[src/rtl/hazard_pkg.sv]
// Shared types for the rv32 hazard/forwarding controller: FSM states,
// operand-source select codes and branch funct3 codes.
package hazard_pkg;

    typedef enum logic [1:0] {
        RUN      = 2'd0,
        LD_STALL = 2'd1,
        FLUSH    = 2'd2
    } hz_state_t;

    localparam logic [1:0] FWD_RF  = 2'd0;
    localparam logic [1:0] FWD_EXE = 2'd1;
    localparam logic [1:0] FWD_ACC = 2'd2;
    localparam logic [1:0] FWD_WB  = 2'd3;

    localparam logic [2:0] F3_BEQ  = 3'b000;
    localparam logic [2:0] F3_BNE  = 3'b001;
    localparam logic [2:0] F3_BLT  = 3'b100;
    localparam logic [2:0] F3_BGE  = 3'b101;
    localparam logic [2:0] F3_BLTU = 3'b110;
    localparam logic [2:0] F3_BGEU = 3'b111;

endpackage

[src/rtl/hazard_fwd_ctl_br_cond.sv]
// Branch condition evaluator: decodes funct3 and compares two XLEN operands.
// Reserved codes (010/011) evaluate false.
module br_cond
    import hazard_pkg::*;
#(
    parameter int XLEN = 32
) (
    input  logic [2:0]      funct3,
    input  logic [XLEN-1:0] a,
    input  logic [XLEN-1:0] b,
    output logic            cond
);

    always_comb begin
        cond = 1'b0;
        case (funct3)
            F3_BEQ:  cond = (a == b);
            F3_BNE:  cond = (a != b);
            F3_BLT:  cond = ($signed(a) <  $signed(b));
            F3_BGE:  cond = ($signed(a) >= $signed(b));
            F3_BLTU: cond = (a <  b);
            F3_BGEU: cond = (a >= b);
            default: cond = 1'b0;
        endcase
    end

endmodule

[src/rtl/hazard_fwd_ctl.sv]
// Hazard/forwarding controller: same-cycle operand forwarding, load-use stall,
// branch redirect with multi-cycle flush. Optional HAZARD_PERF_CNT_EN adds counters.
module hazard_fwd_ctl
    import hazard_pkg::*;
#(
    parameter int XLEN        = 32,
    parameter int REG_AW      = 5,
    parameter int LOAD_LAT    = 1,
    parameter int FLUSH_DEPTH = 2
) (
    input  logic              clk,
    input  logic              rst,
    input  logic [REG_AW-1:0] de_rs1,
    input  logic [REG_AW-1:0] de_rs2,
    input  logic              de_rs1_used,
    input  logic              de_rs2_used,
    input  logic [XLEN-1:0]   de_data_a,
    input  logic [XLEN-1:0]   de_data_b,
    input  logic [REG_AW-1:0] exe_rd,
    input  logic [REG_AW-1:0] acc_rd,
    input  logic [REG_AW-1:0] wb_rd,
    input  logic              exe_we,
    input  logic              acc_we,
    input  logic              wb_we,
    input  logic              exe_is_load,
    input  logic              acc_is_load,
    input  logic [XLEN-1:0]   exe_result,
    input  logic [XLEN-1:0]   acc_alu,
    input  logic [XLEN-1:0]   acc_dmem,
    input  logic [XLEN-1:0]   wb_data,
    input  logic              exe_is_branch,
    input  logic              exe_is_jump,
    input  logic [2:0]        exe_funct3,
    input  logic [XLEN-1:0]   exe_op_a,
    input  logic [XLEN-1:0]   exe_op_b,
    input  logic [XLEN-1:0]   exe_target,
    output logic [XLEN-1:0]   fwd_a,
    output logic [XLEN-1:0]   fwd_b,
    output logic [1:0]        fwd_sel_a,
    output logic [1:0]        fwd_sel_b,
    output logic              stall,
    output logic              flush,
    output logic              pc_sel,
    output logic [XLEN-1:0]   pc_target,
    output logic [1:0]        dbg_state
`ifdef HAZARD_PERF_CNT_EN
    ,
    output logic [31:0]       perf_stall_cnt,
    output logic [31:0]       perf_flush_cnt
`endif
);

    localparam logic [2:0] FLUSH_RELOAD = 3'(FLUSH_DEPTH - 1);
    localparam logic [2:0] LD_RELOAD    = 3'(LOAD_LAT - 1);

    // Highest-priority younger producer wins; a load still in exe cannot forward.
    function automatic logic [XLEN+1:0] pick_src(
        input logic              used,
        input logic [REG_AW-1:0] rs,
        input logic [XLEN-1:0]   rf_val
    );
        logic live;
        live = used && (rs != '0);
        if (live && exe_we && (exe_rd == rs) && !exe_is_load)
            return {FWD_EXE, exe_result};
        else if (live && acc_we && (acc_rd == rs))
            return {FWD_ACC, acc_is_load ? acc_dmem : acc_alu};
        else if (live && wb_we && (wb_rd == rs))
            return {FWD_WB, wb_data};
        else
            return {FWD_RF, rf_val};
    endfunction

    always_comb {fwd_sel_a, fwd_a} = pick_src(de_rs1_used, de_rs1, de_data_a);
    always_comb {fwd_sel_b, fwd_b} = pick_src(de_rs2_used, de_rs2, de_data_b);

    logic lu_a, lu_b, load_use, br_true, taken;

    assign lu_a     = de_rs1_used && (de_rs1 != '0) && exe_we && (exe_rd == de_rs1);
    assign lu_b     = de_rs2_used && (de_rs2 != '0) && exe_we && (exe_rd == de_rs2);
    assign load_use = exe_is_load && (lu_a || lu_b);

    br_cond #(.XLEN(XLEN)) u_br_cond (
        .funct3 (exe_funct3),
        .a      (exe_op_a),
        .b      (exe_op_b),
        .cond   (br_true)
    );

    assign taken = exe_is_jump || (exe_is_branch && br_true);

    hz_state_t       state, state_n;
    logic [2:0]      cnt, cnt_n;
    logic            raw_stall, raw_flush, raw_pc_sel;
    logic [XLEN-1:0] raw_target;

    always_ff @(posedge clk) begin
        if (rst) begin
            state <= RUN;
            cnt   <= '0;
        end else begin
            state <= state_n;
            cnt   <= cnt_n;
        end
    end

    always_comb begin
        state_n    = state;
        cnt_n      = cnt;
        raw_stall  = 1'b0;
        raw_flush  = 1'b0;
        raw_pc_sel = 1'b0;
        raw_target = '0;
        case (state)
            FLUSH: begin
                raw_flush = 1'b1;
                if (cnt <= 3'd1) begin
                    state_n = RUN;
                    cnt_n   = '0;
                end else begin
                    cnt_n = cnt - 3'd1;
                end
            end
            default: begin
                // RUN and LD_STALL: a taken control transfer always wins over stalling.
                if (taken) begin
                    raw_pc_sel = 1'b1;
                    raw_target = exe_target;
                    raw_flush  = 1'b1;
                    if (FLUSH_DEPTH > 1) begin
                        state_n = FLUSH;
                        cnt_n   = FLUSH_RELOAD;
                    end else begin
                        state_n = RUN;
                        cnt_n   = '0;
                    end
                end else if (state == LD_STALL) begin
                    raw_stall = 1'b1;
                    if (cnt <= 3'd1) begin
                        state_n = RUN;
                        cnt_n   = '0;
                    end else begin
                        cnt_n = cnt - 3'd1;
                    end
                end else if (load_use) begin
                    raw_stall = 1'b1;
                    if (LOAD_LAT > 1) begin
                        state_n = LD_STALL;
                        cnt_n   = LD_RELOAD;
                    end
                end
            end
        endcase
    end

    // Control outputs are forced quiet while reset is held, whatever the state.
    assign stall     = raw_stall  && !rst;
    assign flush     = raw_flush  && !rst;
    assign pc_sel    = raw_pc_sel && !rst;
    assign pc_target = rst ? '0 : raw_target;
    assign dbg_state = state;

`ifdef HAZARD_PERF_CNT_EN
    always_ff @(posedge clk) begin
        if (rst) begin
            perf_stall_cnt <= '0;
            perf_flush_cnt <= '0;
        end else begin
            if (stall && (perf_stall_cnt != '1))
                perf_stall_cnt <= perf_stall_cnt + 32'd1;
            if (flush && (perf_flush_cnt != '1))
                perf_flush_cnt <= perf_flush_cnt + 32'd1;
        end
    end
`endif

endmodule

[config.mk]
export PLATFORM = sky130hd
export DESIGN_NAME = hazard_fwd_ctl
export DESIGN_NICKNAME = d
export VERILOG_FILES = /design/src/rtl/hazard_pkg.sv /design/src/rtl/hazard_fwd_ctl_br_cond.sv /design/src/rtl/hazard_fwd_ctl.sv
export SDC_FILE = /design/constraint.sdc
export NUM_CORES = 1
export LEC_CHECK = 0
export ABC_AREA = 0
export BUFFER_PORTS_ARGS = -buffer_cell sky130_fd_sc_hd__clkbuf_2
export CAP_MARGIN = 20
export CORE_AREA = 2 2 168 170
export CTS_CLUSTER_SIZE = 25
export DETAILED_ROUTE_END_ITERATION = 6
export DIE_AREA = 0 0 170 172
export PLACE_DENSITY = 0.53
export SKIP_CTS_REPAIR_TIMING = 1
export SLEW_MARGIN = 30
export SYNTH_ARGS = -nofsm -noshare
export SYNTH_HDL_FRONTEND = slang
export SYNTH_SLANG_ARGS = --single-unit
[constraint.sdc]
create_clock -name clk -period 5.7 [get_ports clk]
set_clock_uncertainty 0.1 [all_clocks]
set_input_delay 0.855 -clock clk [delete_from_list [all_inputs] [get_ports clk]]
set_output_delay 0.855 -clock clk [all_outputs]
set_load 0.05 [all_outputs]
==> results.sh, run 1 <==
export IMPL_hold_ws_ps=417
export IMPL_ys_ff_latch=5
export IMPL_die_x_um=170
export IMPL_timing_critical_path_to="pc_target[11]"
export IMPL_worstSetupPathType="in2out"
export IMPL_reg2reg_from="cnt[0]"
export IMPL_hp_start="dbg_state[0]"
export IMPL_cts_root_buf="clkbuf_16"
export IMPL_fin_area_mm2=0.00702
export IMPL_start_util_pct=16.0
export IMPL_antenna_found_initial=2
export IMPL_tightest_slew_ps=928
export IMPL_grt_pass1_wl_mm=30.4
export IMPL_synth_edff_count=0
export IMPL_yosysWarnings=0
export IMPL_cts_sinks=5
export IMPL_hold_path_class="reg2reg"
export IMPL_synth_top_family_by_area="simple AND/OR/NAND/NOR gates"
export IMPL_drc=0
export IMPL_chipHeight_um=172
export IMPL_numPortBuffers=431
export IMPL_wl_per_cell_um=15.4
export IMPL_numCtsBuffers=3
export IMPL_cp_startpoint="exe_op_b[7]"
export IMPL_drv_slew=0
export IMPL_grt_max_degree=58
export IMPL_outcome="complete, no violations"
export IMPL_coreArea_mm2=0.0275
export IMPL_grt_pass1_vias=5681
export IMPL_synth_simple_area_share_pct=27.8
export IMPL_clock_path_buffers=2
export IMPL_critPathArrivalTime_ps=3910
export IMPL_finalPower_mw=0.749
export IMPL_rows=61
export IMPL_pin_count=432
export IMPL_rsz0062_at_grt="no"
export IMPL_gp_congestion=0.848
export IMPL_p_per_area_mw_per_mm2=107
export IMPL_area_growth_pct=59.5
export IMPL_wirelength_mm=21.8
export IMPL_track_usage_pct=13.2
export IMPL_wl_met1_mm=9.63
export IMPL_min_period_ps=4860
export IMPL_fmax_mhz=206
export IMPL_clock_latency_ps=230
export IMPL_synth_adder_area_share_pct=9.89
export IMPL_crit_required_ps=4740
export IMPL_leakage_nw=3.49
export IMPL_peakVddDrop_mv=0.0713
export IMPL_r2r_slack_ps=3960
export IMPL_drive_gt1_share_pct=48.4
export IMPL_reg2regPathDepth=7
export IMPL_ant_nets=0
export IMPL_setup_tns_ps=0
export IMPL_synth_xor_area_share_pct=6.17
export IMPL_cp_start_kind="input pin"
export IMPL_final_common_cell="clkbuf_2"
export IMPL_dr_wl_met2_mm=10.9
export IMPL_path_clk_slew_ps=30
export IMPL_async_reset_ff_share_pct=0
export IMPL_yosysUniqueCellTypes=46
export IMPL_synth_compound_area_share_pct=22.2
export IMPL_grt_overflow=0
export IMPL_slew_headroom_pct=38.1
export IMPL_fin_ws_ps=835
export IMPL_synth_nets=1025
export IMPL_syn_inst=664
export IMPL_dr_max_layer_used="met5"
export IMPL_ys_seq_area_share_pct=2.27
export IMPL_num_vias=6098
export IMPL_die_area_mm2=0.0292
export IMPL_worst_setup_path_end_kind="primary output"
export IMPL_syn_avg_cell_area_um2=6.63
export IMPL_drtPass1Iterations=4
export IMPL_hold_viol=0
export IMPL_netlist_area_mm2=0.00440
export IMPL_hpwlAfterDp_mm=18.9
export IMPL_timing_rr_end="cnt[1]"
export IMPL_pre_cts_slack_ps=854
export IMPL_ys_flop_type="dfxtp_1"
export IMPL_fin_crit_sh_pct=85.3
export IMPL_synth_mux_area_fraction_pct=23.2
export IMPL_wl_met3_mm=1.17
export IMPL_fin_nets=1430
export IMPL_drtIter0Drc=280
export IMPL_via_per_inst=4.31
export IMPL_final_cell_mix="431 x clkbuf_2, 138 x nand2_1, 129 x o21ai_0"
export IMPL_cts_tree="built"
export IMPL_setup_violations=0
export IMPL_crit_fanout=30
export IMPL_htreeDepth=1
export IMPL_drv_cap=0
export IMPL_post_dp_cell_area_mm2=0.00693
## metal layers
layer  vias to the layer above  GRT usage (%)
met5                         -              0
met4                         2           1.97
met3                        11           2.17
met2                       177           22.9
met1                      2761           17.6
li1                       3147              -
## sequential cells by signal (all words and copies together) (netlist names)
register   flops
cnt            3
dbg_state      2
## worst min path at each step
stage | end | slack, ps | depth (start not counted)
2_1_floorplan | cnt[2] | 420 | 2
3_3_place_gp | dbg_state[0] | 420 | 2
3_5_place_dp | dbg_state[0] | 420 | 2
4_1_cts | dbg_state[0] | 420 | 2
5_1_grt | dbg_state[0] | 470 | 2
6_report | dbg_state[0] | 420 | 2
## final cells by class
type	count	area (um^2)
Clock buffer	4	78.8
Timing Repair Buffer	449	2290
Multi-Input combinational cell	569	3960
Inverter	41	154
Tap cell	346	433
Antenna cell	2	5.00
Sequential cell	5	100
Fill cell	3138	20500
## cells in the mapped netlist (2+ instances only)
| library cell | n | area, um^2 |
|---|---|---|
| nand2_1 | 138 | 518 |
| o21ai_0 | 129 | 646 |
| mux2i_1 | 66 | 661 |
| inv_1 | 41 | 154 |
| ha_1 | 34 | 425 |
| mux2_2 | 32 | 360 |
| clkbuf_1 | 31 | 116 |
| a21oi_1 | 21 | 105 |
| nor3b_2 | 20 | 250 |
| xnor2_1 | 16 | 140 |
| nor3b_1 | 15 | 113 |
| xor2_1 | 15 | 131 |
| nand4_1 | 13 | 81.3 |
| nor2_1 | 13 | 48.8 |
| buf_2 | 11 | 55.1 |
| nand3_1 | 6 | 30.0 |
| o21ai_1 | 6 | 30.0 |
| dfxtp_1 | 5 | 100 |
| nor4_1 | 5 | 31.3 |
| buf_1 | 4 | 15.0 |
| nor2b_1 | 4 | 25.0 |
| nor3_1 | 4 | 20.0 |
| buf_6 | 3 | 33.8 |
| nand2b_1 | 3 | 18.8 |
| a211oi_1 | 2 | 15.0 |
| a21o_1 | 2 | 15.0 |
| and4_1 | 2 | 17.5 |
| nor4b_1 | 2 | 17.5 |
| o211ai_1 | 2 | 15.0 |
| o31ai_2 | 2 | 25.0 |
| or4_1 | 2 | 15.0 |
## worst max-delay path, cell delays in order
cell and delay, ps:
clkbuf_2 80, inv_1 30, ha_1 300, a21oi_1 140, o21ai_1 110, a221o_1 370
o31ai_2 250, and2_4 220, o211ai_1 160, o31ai_4 540, buf_4 460, nor3b_1 120
clkbuf_2 260
## power by group
part	total [mW]	internal, mW	switching (mW)
registers	0.0412	0.0380	0.00327
clock network	0.117	0.0928	0.0244
logic	0.591	0.216	0.375
total	0.749	0.347	0.403
## kinds of logic after synthesis
group | Yosys count
compound gates | 175
flops | 5
fa+ha+maj | 35
xor+xnor | 31
buf+inv | 90
mux | 98
simple gates | 230
## through the flow
stage	cells	util, %
global route	1415	25.6
detailed placement	1409	25.2
global placement	1409	25.2
CTS	1413	25.5
floorplan	664	-
finish	1416	25.6
No activity file was read; power rests on OpenSTA's default activity.
==> run 2, diff against run 1 <==
- PLACE_DENSITY: 0.53 -> 0.41
==> run 2 against run 1 <==
Against the previous run:
- combinational power is 0.7% higher
- clock-buffer cell count stayed put
- largest cell class unchanged
- die area stayed put
- maximum frequency is 2.5% higher
==> results.sh, run 2 (same netlist as run 1, synthesis figures left out) <==
export IMPL_drv_cap=0
export IMPL_slowest_delay_ps=540
export IMPL_leakage_nw=3.51
export IMPL_fmax_mhz=211
export IMPL_hold_path_class="reg2reg"
export IMPL_clock_latency_ps=230
export IMPL_path_cells="clkbuf_2, inv_1, ha_1, nand4_1, nor4_4, o31ai_2, and2_4, nor4_1, o31ai_4, buf_12, nor3b_1, clkbuf_2"
export IMPL_cp_depth=12
export IMPL_final_common_cell="clkbuf_2"
export IMPL_crit_fanout=30
export IMPL_outcome="complete, no violations"
export IMPL_htreeDepth=1
export IMPL_coreArea_mm2=0.0275
export IMPL_cp_start_kind="input pin"
export IMPL_drive_gt1_share_pct=48.4
export IMPL_rows=61
export IMPL_crit_top_cell="clkbuf_2"
export IMPL_regMostFlops="cnt"
export IMPL_setup_violations=0
export IMPL_crit_family="simple AND/OR/NAND/NOR gates"
export IMPL_multi_input_area_mm2=0.00396
export IMPL_drc=0
export IMPL_largest_reg_flops=3
export IMPL_drtPass1Iterations=4
export IMPL_rsz0062_at_grt="no"
export IMPL_num_vias=6030
export IMPL_p_per_area_mw_per_mm2=107
export IMPL_wl_per_cell_um=16.3
export IMPL_drtIter0Drc=259
export IMPL_grt_overflow=0
export IMPL_chipHeight_um=172
export IMPL_reg2regPathDepth=7
export IMPL_antenna_cells=0
export IMPL_numCtsBuffers=3
export IMPL_hold_viol=0
export IMPL_fin_crit_sh_pct=83.2
export IMPL_track_usage_pct=14.3
export IMPL_ant_nets=0
export IMPL_fin_area_mm2=0.00705
export IMPL_cts_sinks=5
export IMPL_cts_root_buf="clkbuf_16"
export IMPL_tightest_slew_ps=951
export IMPL_timing_rr_end="cnt[1]"
export IMPL_start_util_pct=16.0
export IMPL_path_clk_slew_ps=30
export IMPL_wirelength_mm=23.1
export IMPL_via_per_inst=4.27
export IMPL_final_cell_mix="431 x clkbuf_2, 138 x nand2_1, 129 x o21ai_0"
export IMPL_reg2reg_from="cnt[0]"
export IMPL_hold_ws_ps=429
export IMPL_worstSetupPathType="in2out"
export IMPL_critPathArrivalTime_ps=3790
export IMPL_r2r_slack_ps=3910
export IMPL_drv_slew=0
export IMPL_cts_tree="built"
export IMPL_die_x_um=170
export IMPL_n_fill_cell=3157
export IMPL_slew_headroom_pct=36.6
export IMPL_grt_max_degree=67
export IMPL_fin_nets=1429
export IMPL_timing_critical_path_to="pc_target[0]"
export IMPL_setup_tns_ps=0
export IMPL_pin_count=432
export IMPL_area_growth_pct=60.1
export IMPL_crit_required_ps=4740
export IMPL_grt_pass1_wl_mm=32.7
export IMPL_slowest_stage="nor4_1"
export IMPL_cp_startpoint="exe_op_b[31]"
export IMPL_antenna_found_initial=1
export IMPL_fin_util_pct=25.7
export IMPL_grt_pass1_vias=5663
export IMPL_peakVddDrop_mv=0.0850
export IMPL_ff_latch_area_um2=100
export IMPL_hpwlAfterDp_mm=20.1
export IMPL_worst_setup_path_end_kind="primary output"
export IMPL_worst_path_buf_inv=4
export IMPL_clock_path_buffers=2
export IMPL_numPortBuffers=431
export IMPL_post_dp_cell_area_mm2=0.00697
export IMPL_gp_congestion=0.841
export IMPL_die_area_mm2=0.0292
export IMPL_min_period_ps=4740
run 2: worst min-delay path by stage:
stage                  from            to  slack, ps  cells after the start
6_report       dbg_state[0]  dbg_state[0]        430                      2
5_1_grt        dbg_state[0]  dbg_state[0]        460                      2
4_1_cts        dbg_state[0]  dbg_state[0]        430                      2
3_5_place_dp   dbg_state[0]  dbg_state[0]        420                      2
3_3_place_gp   dbg_state[0]  dbg_state[0]        430                      2
2_1_floorplan        cnt[2]        cnt[2]        420                      2
run 2: metrics by stage:
stage | std cells | setup slack [ps] | power, mW
2_1_floorplan | 664 | 925 | 0.412
3_3_place_gp | 1409 | 1060 | 0.639
3_5_place_dp | 1409 | 979 | 0.638
4_1_cts | 1413 | 976 | 0.759
5_1_grt | 1413 | 700 | 0.807
6_report | 1413 | 956 | 0.752
run 2: power breakdown:
part	total, mW	internal, mW	leakage (nW)	switching, mW
sequential	0.0411	0.0380	0.0409	0.00315
combinational	0.595	0.217	3.43	0.377
clock	0.116	0.0927	0.0382	0.0232
total	0.752	0.348	3.51	0.403
run 2: cell type report:
cell class                      instances  share of cell area (%)
Timing Repair Buffer                  448                    32.9
Inverter                               41                    2.18
Tap cell                              346                    6.14
Sequential cell                         5                    1.42
Multi-Input combinational cell        569                    56.2
Clock buffer                            4                    1.12
run 2: per-layer routing:
metal,vias to the layer above,track usage (%),part of all wire [%]
met1,2689,18.9,44
li1,3142,-,-
met4,0,0.780,0.52
met3,8,1.92,5.2
met5,-,0,0
met2,191,26.0,50
run 2: worst reg2reg max path: cells and delay by family (launching register included):
family / cells / cell delay (ps)
DFF: 1 / 380
buffers and inverters: 1 / 130
and+or+nand+nor: 2 / 370
adders and majority gates: 1 / 160
AOI/OAI and AO/OA: 3 / 530
